[config.mk]
export PLATFORM = sky130hd
export DESIGN_NAME = instr_decoder
export DESIGN_NICKNAME = d
export VERILOG_FILES = /design/src/rtl/instr_decoder.sv
export SDC_FILE = /design/constraint.sdc
export NUM_CORES = 1
export LEC_CHECK = 0
export BUFFER_PORTS_ARGS = -buffer_cell sky130_fd_sc_hd__buf_4
export CAP_MARGIN = 20
export CORE_MARGIN = 2
export CORE_UTILIZATION = 37
export DETAILED_ROUTE_END_ITERATION = 10
export PLACE_DENSITY = 0.7
export SYNTH_ARGS = -nofsm -noshare
export SYNTH_HDL_FRONTEND = slang
export SYNTH_SLANG_ARGS = --single-unit
[constraint.sdc]
create_clock -name clk -period 5.3 [get_ports clk]
set_clock_uncertainty 0.15 [all_clocks]
set_input_delay 1.06 -clock clk [delete_from_list [all_inputs] [get_ports clk]]
set_output_delay 1.06 -clock clk [all_outputs]
set_load 0.005 [all_outputs]
[src/rtl/instr_decoder.sv]
//------------------------------------------------------------------------------
// Module   : instr_decoder
// Brief    : 8-bit CPU instruction decoder/sequencer with registered outputs.
// Revision : 1.0 - initial release
//------------------------------------------------------------------------------
`default_nettype none

module instr_decoder (
    input  logic       clk,
    input  logic       sys_rst,
    input  logic [7:0] instr_byte,
    input  logic [7:0] operand1,
    input  logic [7:0] operand2,
    input  logic       lcd_done,
    input  logic [7:0] reg_a,
    input  logic [7:0] reg_b,
    input  logic [7:0] reg_c,
    input  logic [7:0] reg_d,
    input  logic [7:0] reg_flags,
    input  logic [7:0] res,
    input  logic [7:0] sram_data,
    output logic       hlt,
    output logic       jmp_en,
    output logic [8:0] jmp_addr,
    output logic [1:0] instr_size,
    output logic [7:0] sram_addr,
    output logic       rd_en,
    output logic       wr_en,
    output logic [7:0] lcd_data,
    output logic [7:0] data_loc,
    output logic       loc_req,
    output logic       strt,
    output logic [7:0] reg_data,
    output logic [1:0] reg_addr,
    output logic [2:0] alu_inst,
    output logic [7:0] op_1,
    output logic [7:0] op_2
);

    typedef enum logic [1:0] {
        EXEC     = 2'd0,
        LOAD2    = 2'd1,
        ALU2     = 2'd2,
        LCD_WAIT = 2'd3
    } state_t;

    state_t     state, state_nx;

    logic       hlt_nx, jmp_en_nx, rd_en_nx, wr_en_nx, loc_req_nx, strt_nx;
    logic [8:0] jmp_addr_nx;
    logic [1:0] size_nx, reg_addr_nx;
    logic [7:0] sram_addr_nx, lcd_data_nx, data_loc_nx, reg_data_nx;
    logic [7:0] op_1_nx, op_2_nx;
    logic [2:0] alu_inst_nx;

    logic [7:0] src_lo;   // register selected by instr_byte[1:0]
    logic [7:0] src_hi;   // register selected by instr_byte[3:2]
    logic       jmp_take;

    logic       flag_z, flag_c;
    assign flag_z = reg_flags[0];
    assign flag_c = reg_flags[1];

    logic unused_ok;
    assign unused_ok = &{1'b0, operand2[7:1], reg_flags[7:2]};

    always_comb begin
        src_lo = reg_a;
        case (instr_byte[1:0])
            2'b00:   src_lo = reg_a;
            2'b01:   src_lo = reg_b;
            2'b10:   src_lo = reg_c;
            default: src_lo = reg_d;
        endcase
        src_hi = reg_a;
        case (instr_byte[3:2])
            2'b00:   src_hi = reg_a;
            2'b01:   src_hi = reg_b;
            2'b10:   src_hi = reg_c;
            default: src_hi = reg_d;
        endcase
        jmp_take = 1'b0;
        case (instr_byte[3:1])
            3'b000:  jmp_take = 1'b1;
            3'b001:  jmp_take = flag_z;
            3'b010:  jmp_take = !flag_z;
            3'b011:  jmp_take = flag_c;
            3'b100:  jmp_take = !flag_c;
            default: jmp_take = 1'b0;
        endcase
    end

    always_comb begin
        state_nx     = state;
        hlt_nx       = 1'b0;
        jmp_en_nx    = 1'b0;
        jmp_addr_nx  = {operand2[0], operand1};
        size_nx      = 2'd1;
        sram_addr_nx = 8'h00;
        rd_en_nx     = 1'b0;
        wr_en_nx     = 1'b0;
        lcd_data_nx  = 8'h00;
        data_loc_nx  = 8'h00;
        loc_req_nx   = 1'b0;
        strt_nx      = 1'b0;
        reg_data_nx  = reg_a;   // idle write-back rewrites A with itself
        reg_addr_nx  = 2'b00;
        alu_inst_nx  = 3'b000;
        op_1_nx      = 8'h00;
        op_2_nx      = 8'h00;

        case (state)
            EXEC: begin
                if (instr_byte[7]) begin
                    size_nx = 2'd1;
                end else begin
                    case (instr_byte[6:4])
                        3'b000: begin
                            reg_addr_nx = instr_byte[3:2];
                            reg_data_nx = src_lo;
                            size_nx     = 2'd1;
                        end
                        3'b001: begin
                            reg_addr_nx = instr_byte[3:2];
                            reg_data_nx = operand1;
                            size_nx     = 2'd2;
                        end
                        3'b010: begin
                            sram_addr_nx = operand1;
                            rd_en_nx     = 1'b1;
                            size_nx      = 2'd0;
                            state_nx     = LOAD2;
                        end
                        3'b011: begin
                            sram_addr_nx = operand1;
                            wr_en_nx     = 1'b1;
                            loc_req_nx   = 1'b1;
                            data_loc_nx  = src_hi;
                            size_nx      = 2'd2;
                        end
                        3'b100: begin
                            lcd_data_nx = src_lo;
                            strt_nx     = 1'b1;
                            size_nx     = 2'd0;
                            state_nx    = LCD_WAIT;
                        end
                        3'b101: begin
                            alu_inst_nx = instr_byte[3:1];
                            op_1_nx     = reg_a;
                            op_2_nx     = reg_b;
                            size_nx     = 2'd0;
                            state_nx    = ALU2;
                        end
                        3'b110: begin
                            jmp_en_nx = jmp_take;
                            size_nx   = 2'd2;
                        end
                        default: begin
                            hlt_nx  = 1'b1;
                            size_nx = 2'd0;
                        end
                    endcase
                end
            end
            LOAD2: begin
                sram_addr_nx = operand1;
                reg_addr_nx  = instr_byte[3:2];
                reg_data_nx  = sram_data;
                size_nx      = 2'd2;
                state_nx     = EXEC;
            end
            ALU2: begin
                // Operands stay presented so res remains valid while written back.
                alu_inst_nx = instr_byte[3:1];
                op_1_nx     = reg_a;
                op_2_nx     = reg_b;
                reg_data_nx = res;
                size_nx     = 2'd1;
                state_nx    = EXEC;
            end
            default: begin
                lcd_data_nx = lcd_data;
                if (lcd_done) begin
                    size_nx  = 2'd1;
                    state_nx = EXEC;
                end else begin
                    strt_nx = 1'b1;
                    size_nx = 2'd0;
                end
            end
        endcase
    end

    always_ff @(posedge clk) begin
        if (sys_rst) begin
            state      <= EXEC;
            hlt        <= 1'b0;
            jmp_en     <= 1'b0;
            jmp_addr   <= 9'h000;
            instr_size <= 2'd0;
            sram_addr  <= 8'h00;
            rd_en      <= 1'b0;
            wr_en      <= 1'b0;
            lcd_data   <= 8'h00;
            data_loc   <= 8'h00;
            loc_req    <= 1'b0;
            strt       <= 1'b0;
            reg_data   <= 8'h00;
            reg_addr   <= 2'b00;
            alu_inst   <= 3'b000;
            op_1       <= 8'h00;
            op_2       <= 8'h00;
        end else begin
            state      <= state_nx;
            hlt        <= hlt_nx;
            jmp_en     <= jmp_en_nx;
            jmp_addr   <= jmp_addr_nx;
            instr_size <= size_nx;
            sram_addr  <= sram_addr_nx;
            rd_en      <= rd_en_nx;
            wr_en      <= wr_en_nx;
            lcd_data   <= lcd_data_nx;
            data_loc   <= data_loc_nx;
            loc_req    <= loc_req_nx;
            strt       <= strt_nx;
            reg_data   <= reg_data_nx;
            reg_addr   <= reg_addr_nx;
            alu_inst   <= alu_inst_nx;
            op_1       <= op_1_nx;
            op_2       <= op_2_nx;
        end
    end

endmodule

`default_nettype wire

# Word level (Yosys, flattened, before mapping)
# Index checks and enable logic that the tools add are counted.
op_classes:
  n_eq_ne: 18
  muxes: 39
  bitwise_logic: 3
  reduce_logical: 18
ops:
  columns: ["op", "count"]
  rows:
  - ["$pmux 8 s2", 5]
  - ["$mux 8", 9]
  - ["$pmux 8 s3", 3]
  - ["$eq 3x2->1 const B", 4]
  - ["$eq 3x3->1 const B", 4]
  - ["$pmux 2 s2", 3]
  - ["$pmux 2 s3", 2]
  - ["$mux 2", 5]
  - ["$reduce_or 4->1", 2]
  - ["$mux 1", 7]
  - ["$reduce_or 7->1", 1]
  - ["$eq 2x1->1 const B", 3]
  - ["$eq 2x2->1 const B", 3]
  - ["$eq 3x1->1 const B", 2]
  - ["$logic_not 2->1", 3]
  - ["$logic_not 3->1", 2]
  - ["$mux 3", 2]
  - ["$pmux 3 s2", 1]
  - ["$reduce_or 2->1", 3]
  - ["$reduce_or 3->1", 2]
  - ["$pmux 1 s5", 1]
  - ["$ne 4x1->1 const B", 1]
  - ["$not 1->1", 3]
  - ["$reduce_and 3->1", 1]
  - ["5 further kinds", 6]
word_totals:
  reg_bits: 71
  input_bits: 83
  wordCells: 94

# Logic depth before layout (Yosys ltp)
# Gate-level depths: netlist of run 1.
logic_depth:
  ltp_word: 5
  mapped_depth: 7
  ltp_nobuf: 6

# Worst setup path before layout of run 1
# Ideal clock, no wire load.
synth_path:
  path_type: "input to register"
  from: "input instr_byte[0]"
  to: "register lcd_data[4]"
  setup_time_ns: 0.117
  t_arrival_ns: 2.167
  required_ns: 5.033
  setup_slack_ns: 2.866
  stages: 5
  path_buffers: 2
  path_cell_list: "buf_2 -> buf_4 -> mux2_2 -> mux2_2 -> a22o_1"
synth_via:
  elab_chain_cells: 5
  elab_cells_between_ends: 7
synth_lines:
  columns: ["element", "line", "text"]
  rows:
  - ["from (decl)", "11", "input logic [7:0] instr_byte,"]
  - ["$eq 2x2->1 (tied with other cells)", "69", "case (instr_byte[1:0])"]
  - ["$pmux 8 s3 (*)", "69", null]
  - ["$mux 8 (*)", "117", "case (instr_byte[6:4])"]
  - ["$mux 8 (*)", "114", "if (instr_byte[7]) begin"]
  - ["$pmux 8 s2 (*)", "112", "case (state)"]
  - ["to (signal assigned)", "222", "lcd_data <= lcd_data_nx;"]
  - ["to (decl)", "29", "output logic [7:0] lcd_data,"]
# Every way passes the cells marked *; elsewhere a longest branch is shown, timed or not.
# A chain may end at the register's enable or synchronous reset.

# Worst setup path after layout of run 1
layout_path:
  from: "register state[0]"
  to: "register op_1[2]"
layout_via:
  elab_chain_cells: 2
  elab_cells_between_ends: 3
layout_lines:
  columns: ["element", "line", "text"]
  rows:
  - ["from (decl)", "47", "state_t state, state_nx;"]
  - ["from (signal assigned)", "214", "state <= state_nx;"]
  - ["$eq 2x2->1 / $logic_not 2->1 (equally long branches)", "112", null]
  - ["$pmux 8 s2 (*)", "112", null]
  - ["to (signal assigned)", "229", "op_1 <= op_1_nx;"]
  - ["to (decl)", "36", "output logic [7:0] op_1,"]
# Marked as above.

==> results.cfg, run 1 <==
[worst_setup_path]
worstPathMaxFanout = 18
start_kind = register
cpMaxStageDelayCell = nor2_2
criticalPathCategory = reg2reg
path_cells = inv_1 -> ha_1 -> and3b_1 -> a31oi_1 -> nor2_2 -> and2_1
cp.arrival_ns = 2.50
cpPeakStageDelay_ns = 0.52
crit_required_ns = 5.43
end_kind = register

[die]
core_area_um2 = 8300
ioPinCount = 153
die_area_um2 = 9410
row_count = 33
dieHeight_um = 97.0
initial_utilization = 0.386
die_w_um = 97.0

[power_and_ir_drop]
power_leakage_nw = 1.95
p_per_area_nw_per_um2 = 286
finalPower_mw = 1.29
ir_drop_uv = 145

[cts]
cts_setup_buffers = 0
cts.clk_slew.worst_paths_ns = 0.08
cts_made_buffers = 9
clockRootBuffer = clkbuf_8
holdBufCountCts = 0
clk_latency_ns = 0.35
cts_buffer_depth = 2
cts_sinks = 71
htreeDepth = 3
cts_resized = 0
cts_tree = done

[timing]
final-setup-viol-count = 0
fmax_ghz = 0.423
slew_violations = 0
relSlewSlack = 0.488
finalSetupTns_ns = 0
rsz0062_at_grt = no
hold_violations = 0
hold_ws_ns = 0.341
fin_crit_sh = 0.447
worst_slack_ns = 2.93
max_slew.worst_pin.slew_ns = 0.768
layout_min_cycle_time_ns = 2.37

[min_path]
min_path_type = reg2reg

[run_status]
status = complete, no violations

[synth]
synthSimpleGateAreaFrac = 0.174
ys_seq_area_frac = 0.444
synth_area_leader_cell = dfxtp_1
synth_top_family_by_area = compound AO/OA/AOI/OAI gates
async_flop_share = 0
synth_top_area_share = 0.444
ys_ff_latch = 71
synthCells = 291
synth_compound_area_frac = 0.178
syn_nets = 378
avgSynthCellArea_um2 = 11.0
synth_edf_count = 0
synthMuxAreaShare = 0.144
synth_cell_types = 42
synthAdderAreaFrac = 0.0156
synth_warnings = 0
yosys_most_used_dff = dfxtp_1
synth_xor_area_frac = 0.00274
synth_area_um2 = 3200
synth.area.top_cells = dfxtp_1, mux2_2, mux4_2

[global_routing]
grt_antenna_before_repair = 0
grt_start_max_net_pins = 33
gr-total-overflow = 0
grt_pass1_vias = 2870
grt_usage = 0.194
grt_pass1_wl_um = 14500

[routing]
viasPerCell = 5.09
first_iter_violations = 48
wirelength_um = 9080
drc = 0
wl_per_cell_um = 17.1
antenna_left = 0
vias = 2699
drtPass1Iterations = 4

[cells_and_area]
final_util = 0.543
layout_commonest_cell = buf_4
area_growth_pct = 40.6
n_antenna_cell = 0
drive_gt1_frac = 0.489
nNetsFinal = 507
mostFrequentLayoutCells = buf_4, dfxtp_1, and2_1, mux2_2, nor2_1

[placement]
dpl.hpwl_um = 6760
numPortBuffers = 139
gp_congestion = 0.831
place_ws_ns = 2.59

[flow_run]
drv_cap = 0
metal layers:
layer / vias up / global-route usage / share of wire
li1: 1314 / - / -
met1: 1284 / 0.233 / 0.41
met2: 86 / 0.338 / 0.51
met3: 15 / 0.0499 / 0.058
met4: 0 / 0.0639 / 0.017
met5: - / 0 / 0
worst max-delay path, delay by kind of cell (launching register included):
family,cells,cell delay [ns]
buffers and inverters,1,0.09
AO/OA/AOI/OAI,1,0.15
adder cells (fa/ha/maj),1,0.51
AND/OR/NAND/NOR,3,1.03
flip-flops,1,0.36
area by class of cell:
cell class	count	area [um2]
fill	734	3800
sequential	71	1420
clock buffer	10	128
tap	105	131
multi-input combinational	193	1650
inverter	6	22.5
timing repair buffer	139	1040
clock inverter	6	109
per-stage QoR:
| step | std cells | cell area (um2) |
|---|---|---|
| 2_1_floorplan | 291 | 3200 |
| 3_3_place_gp | 514 | 4270 |
| 3_5_place_dp | 514 | 4270 |
| 4_1_cts | 530 | 4500 |
| 5_1_grt | 530 | 4500 |
| 6_report | 530 | 4500 |
report_power, final:
| part | switching [mW] | leakage, nW | total (mW) | internal [mW] |
|---|---|---|---|---|
| Combinational | 0.0925 | 1.25 | 0.208 | 0.116 |
| Clock | 0.207 | 0.120 | 0.519 | 0.312 |
| Sequential | 0.00688 | 0.579 | 0.561 | 0.554 |
| Total | 0.306 | 1.95 | 1.29 | 0.982 |
synthesized netlist by cell type, types with 2 or more instances:
master and n:
a32o_1 2, a211oi_1 11, nor2b_1 19, mux2_2 25, a22o_1 8, inv_1 5, nand2_1 2, a21oi_1 4
nand2b_1 4, buf_4 3, a2111oi_2 8, a221o_1 8, nor2_1 25, buf_6 2, mux4_2 8, o21ba_2 7
a22oi_1 8, a31oi_1 3, buf_2 4, nor3_1 3, and2_1 27, clkbuf_1 11, dfxtp_1 71, or3_1 2
ha_1 4
kinds of logic (layout without fill, tap and decap cells):
| logic type | after synthesis | in the layout |
|---|---|---|
| compound gates | 63 | 63 |
| flops | 71 | 71 |
| mux | 33 | 33 |
| simple gates | 92 | 92 |
| xor+xnor | 1 | 1 |
| fa+ha+maj | 4 | 4 |
| buf+inv | 27 | 161 |
flip-flops by register name, summed over array words and instances (netlist names), 2 cells and up:
| register | flops |
|---|---|
| alu_inst | 3 |
| data_loc | 8 |
| instr_size | 2 |
| jmp_addr | 9 |
| lcd_data | 8 |
| op_1 | 8 |
| op_2 | 8 |
| reg_addr | 2 |
| reg_data | 8 |
| sram_addr | 8 |
| state | 2 |
worst paths after layout:
check	endpoint	slack (ns)	cells past startpoint	startpoint
min reg2reg	lcd_data[3]$_SDFFE_PP0N_	0.34	1	lcd_data[3]$_SDFFE_PP0N_
min	lcd_data[3]$_SDFFE_PP0N_	0.34	1	lcd_data[3]$_SDFFE_PP0N_
max reg2reg	op_1[2]$_SDFF_PP0_	2.93	6	state[0]$_SDFFE_PP0P_
max	op_1[2]$_SDFF_PP0_	2.93	6	state[0]$_SDFFE_PP0P_
Power figures use the tool's default switching activity.
==> run 2, diff against run 1 <==
Settings changed: ABC_AREA set to 1, PLACE_DENSITY 0.7 to 0.74.
Clock period 5.3 ns to 1.9 ns, I/O delays scaled along.
==> run 2 against run 1 <==
Net effect: final area shrank 1.6%; fmax increased by 33%; global-route usage up 3.6 points; register-to-register slack worse by 2.8 ns; total power grew to 2.7 times the previous value; critical path type unchanged; highest routed layer unchanged.
==> results.cfg, run 2 <==
[synth]
synth_most_common_cell = dfxtp_1
synth_top_area_share = 0.466
synth_common_cells = dfxtp_1, nand2_1, a21oi_1, inv_1, nand3_1
synth_area_um2 = 3050
ys_seq_area_frac = 0.466
synth.area.top_cells = dfxtp_1, a21oi_1, nand2_1
ys_ff_latch = 71
synth_edf_count = 0
syn_nets = 478
synthCells = 391
async_flop_share = 0
yosys_most_used_dff = dfxtp_1
synth_warnings = 0
synth_area_leader_cell = dfxtp_1
avgSynthCellArea_um2 = 7.80
synth_cell_types = 33

[cells_and_area]
final.fill_count = 783
mostFrequentLayoutCells = buf_4, dfxtp_1, nand2_1, a21oi_1
nNetsFinal = 621
n_antenna_cell = 0
stdcell_area_um2 = 4430
multiInputGateArea_um2 = 1380
largest_reg_flops = 9
area_growth_pct = 45.4
layout_commonest_cell = buf_4
largest-register = jmp_addr
regArea_um2 = 1420
drive_gt1_frac = 0.361

[placement]
gp_congestion = 0.944
dpl_cell_area_um2 = 4220
place_ws_ns = 0.133
numPortBuffers = 139
dpl.hpwl_um = 7830

[timing]
rsz0062_at_grt = no
fmax_ghz = 0.562
final-setup-viol-count = 0
hold_violations = 0
max_slew.worst_pin.slew_ns = 0.566
finalSetupTns_ns = 0
layout_min_cycle_time_ns = 1.78
hold_ws_ns = 0.102
worst_slack_ns = 0.119
slew_violations = 0
relSlewSlack = 0.621
fin_crit_sh = 0.937

[worst_setup_path]
start_kind = register
cp.arrival_ns = 1.89
worstPathMaxFanout = 8
criticalPathCategory = reg2reg
crit_required_ns = 2.01
end_kind = register

[die]
dieHeight_um = 94.8
core_area_um2 = 8090
die_w_um = 94.8
ioPinCount = 153
die_area_um2 = 8980
initial_utilization = 0.377
row_count = 33

[global_routing]
gr-total-overflow = 0
grt_usage = 0.230
grt_pass1_wl_um = 15900
grt_pass1_vias = 3284
grt_antenna_before_repair = 0
grt_start_max_net_pins = 26

[cts]
holdBufCountCts = 0
cts_resized = 0
clk_latency_ns = 0.33
cts_made_buffers = 9
clockRootBuffer = clkbuf_8
cts.clk_slew.worst_paths_ns = 0.07
cts_setup_buffers = 0
cts_tree = done
htreeDepth = 3
cts_sinks = 71
cts_buffer_depth = 2

[power_and_ir_drop]
ir_drop_uv = 334
power_leakage_nw = 2.05
p_per_area_nw_per_um2 = 778
finalPower_mw = 3.45

[routing]
antenna_left = 0
viasPerCell = 5.13
drtPass1Iterations = 5
vias = 3300
wl_per_cell_um = 15.9
first_iter_violations = 177
drc = 0
wirelength_um = 10200

[min_path]
min_path_type = in2reg

[run_status]
status = complete, no violations

[flow_run]
drv_cap = 0
[run 2: cell types whose count changed after synthesis, sizes merged, moves of 34 or more]
cell / change
nand3: +37
nand2: +58
a21oi: +47
inv: +34
[run 2: routing by layer]
| metal | GRT usage | up-vias | share of wire |
|---|---|---|---|
| met1 | 0.278 | 1511 | 0.41 |
| met2 | 0.400 | 173 | 0.47 |
| met5 | 0 | - | 0 |
| li1 | - | 1598 | - |
| met3 | 0.0583 | 18 | 0.094 |
| met4 | 0.0713 | 0 | 0.018 |
[run 2: cell type report]
class / count / area share
flip-flops and latches: 71 / 0.321
multi-input cells: 259 / 0.311
repair buffers: 151 / 0.256
inverters: 42 / 0.0356
clock buffers: 11 / 0.0319
well taps: 105 / 0.0296
clock inverters: 4 / 0.0158
[run 2: cell families (layout without fill, tap and decap cells)]
family / after synthesis / count (layout) / share of synthesized area
DFF: 71 / 71 / 0.466
buffers and inverters: 61 / 208 / 0.0821
AOI/OAI and AO/OA: 95 / 95 / 0.174
adders and majority gates: 4 / 4 / 0.0164
and+or+nand+nor: 160 / 160 / 0.261
[run 2: final timing paths]
check	start	to	slack (ns)	cells past startpoint
worst max-delay path	state[0]$_SDFFE_PP0P_	data_loc[7]$_SDFF_PP0_	0.12	8
worst min-delay path	operand2[0]	jmp_addr[8]$_SDFF_PP0_	0.10	3
worst max register to register	state[0]$_SDFFE_PP0P_	data_loc[7]$_SDFF_PP0_	0.12	8
worst min register to register	lcd_data[6]$_SDFFE_PP0N_	lcd_data[6]$_SDFFE_PP0N_	0.32	2
[run 2: through the flow]
stage,cells,utilization
after floorplan,391,-
after global placement,628,0.521
after detailed placement,628,0.521
after CTS,643,0.548
after global routing,643,0.548
final,643,0.548
[run 2: worst max-delay path, stage by stage (launching register included)]
cell and delay, ns:
dfxtp_1 0.35, inv_1 0.12, ha_1 0.17, inv_1 0.07, nor2_4 0.17, nand2_1 0.12, nor2_1 0.16, inv_1 0.21
a21oi_1 0.19
[run 2: where the power goes]
group	switching (mW)	total [mW]	leakage, nW	internal, mW
combinational	0.308	0.575	1.37	0.267
clock	0.542	1.31	0.109	0.764
sequential	0.0197	1.57	0.579	1.55
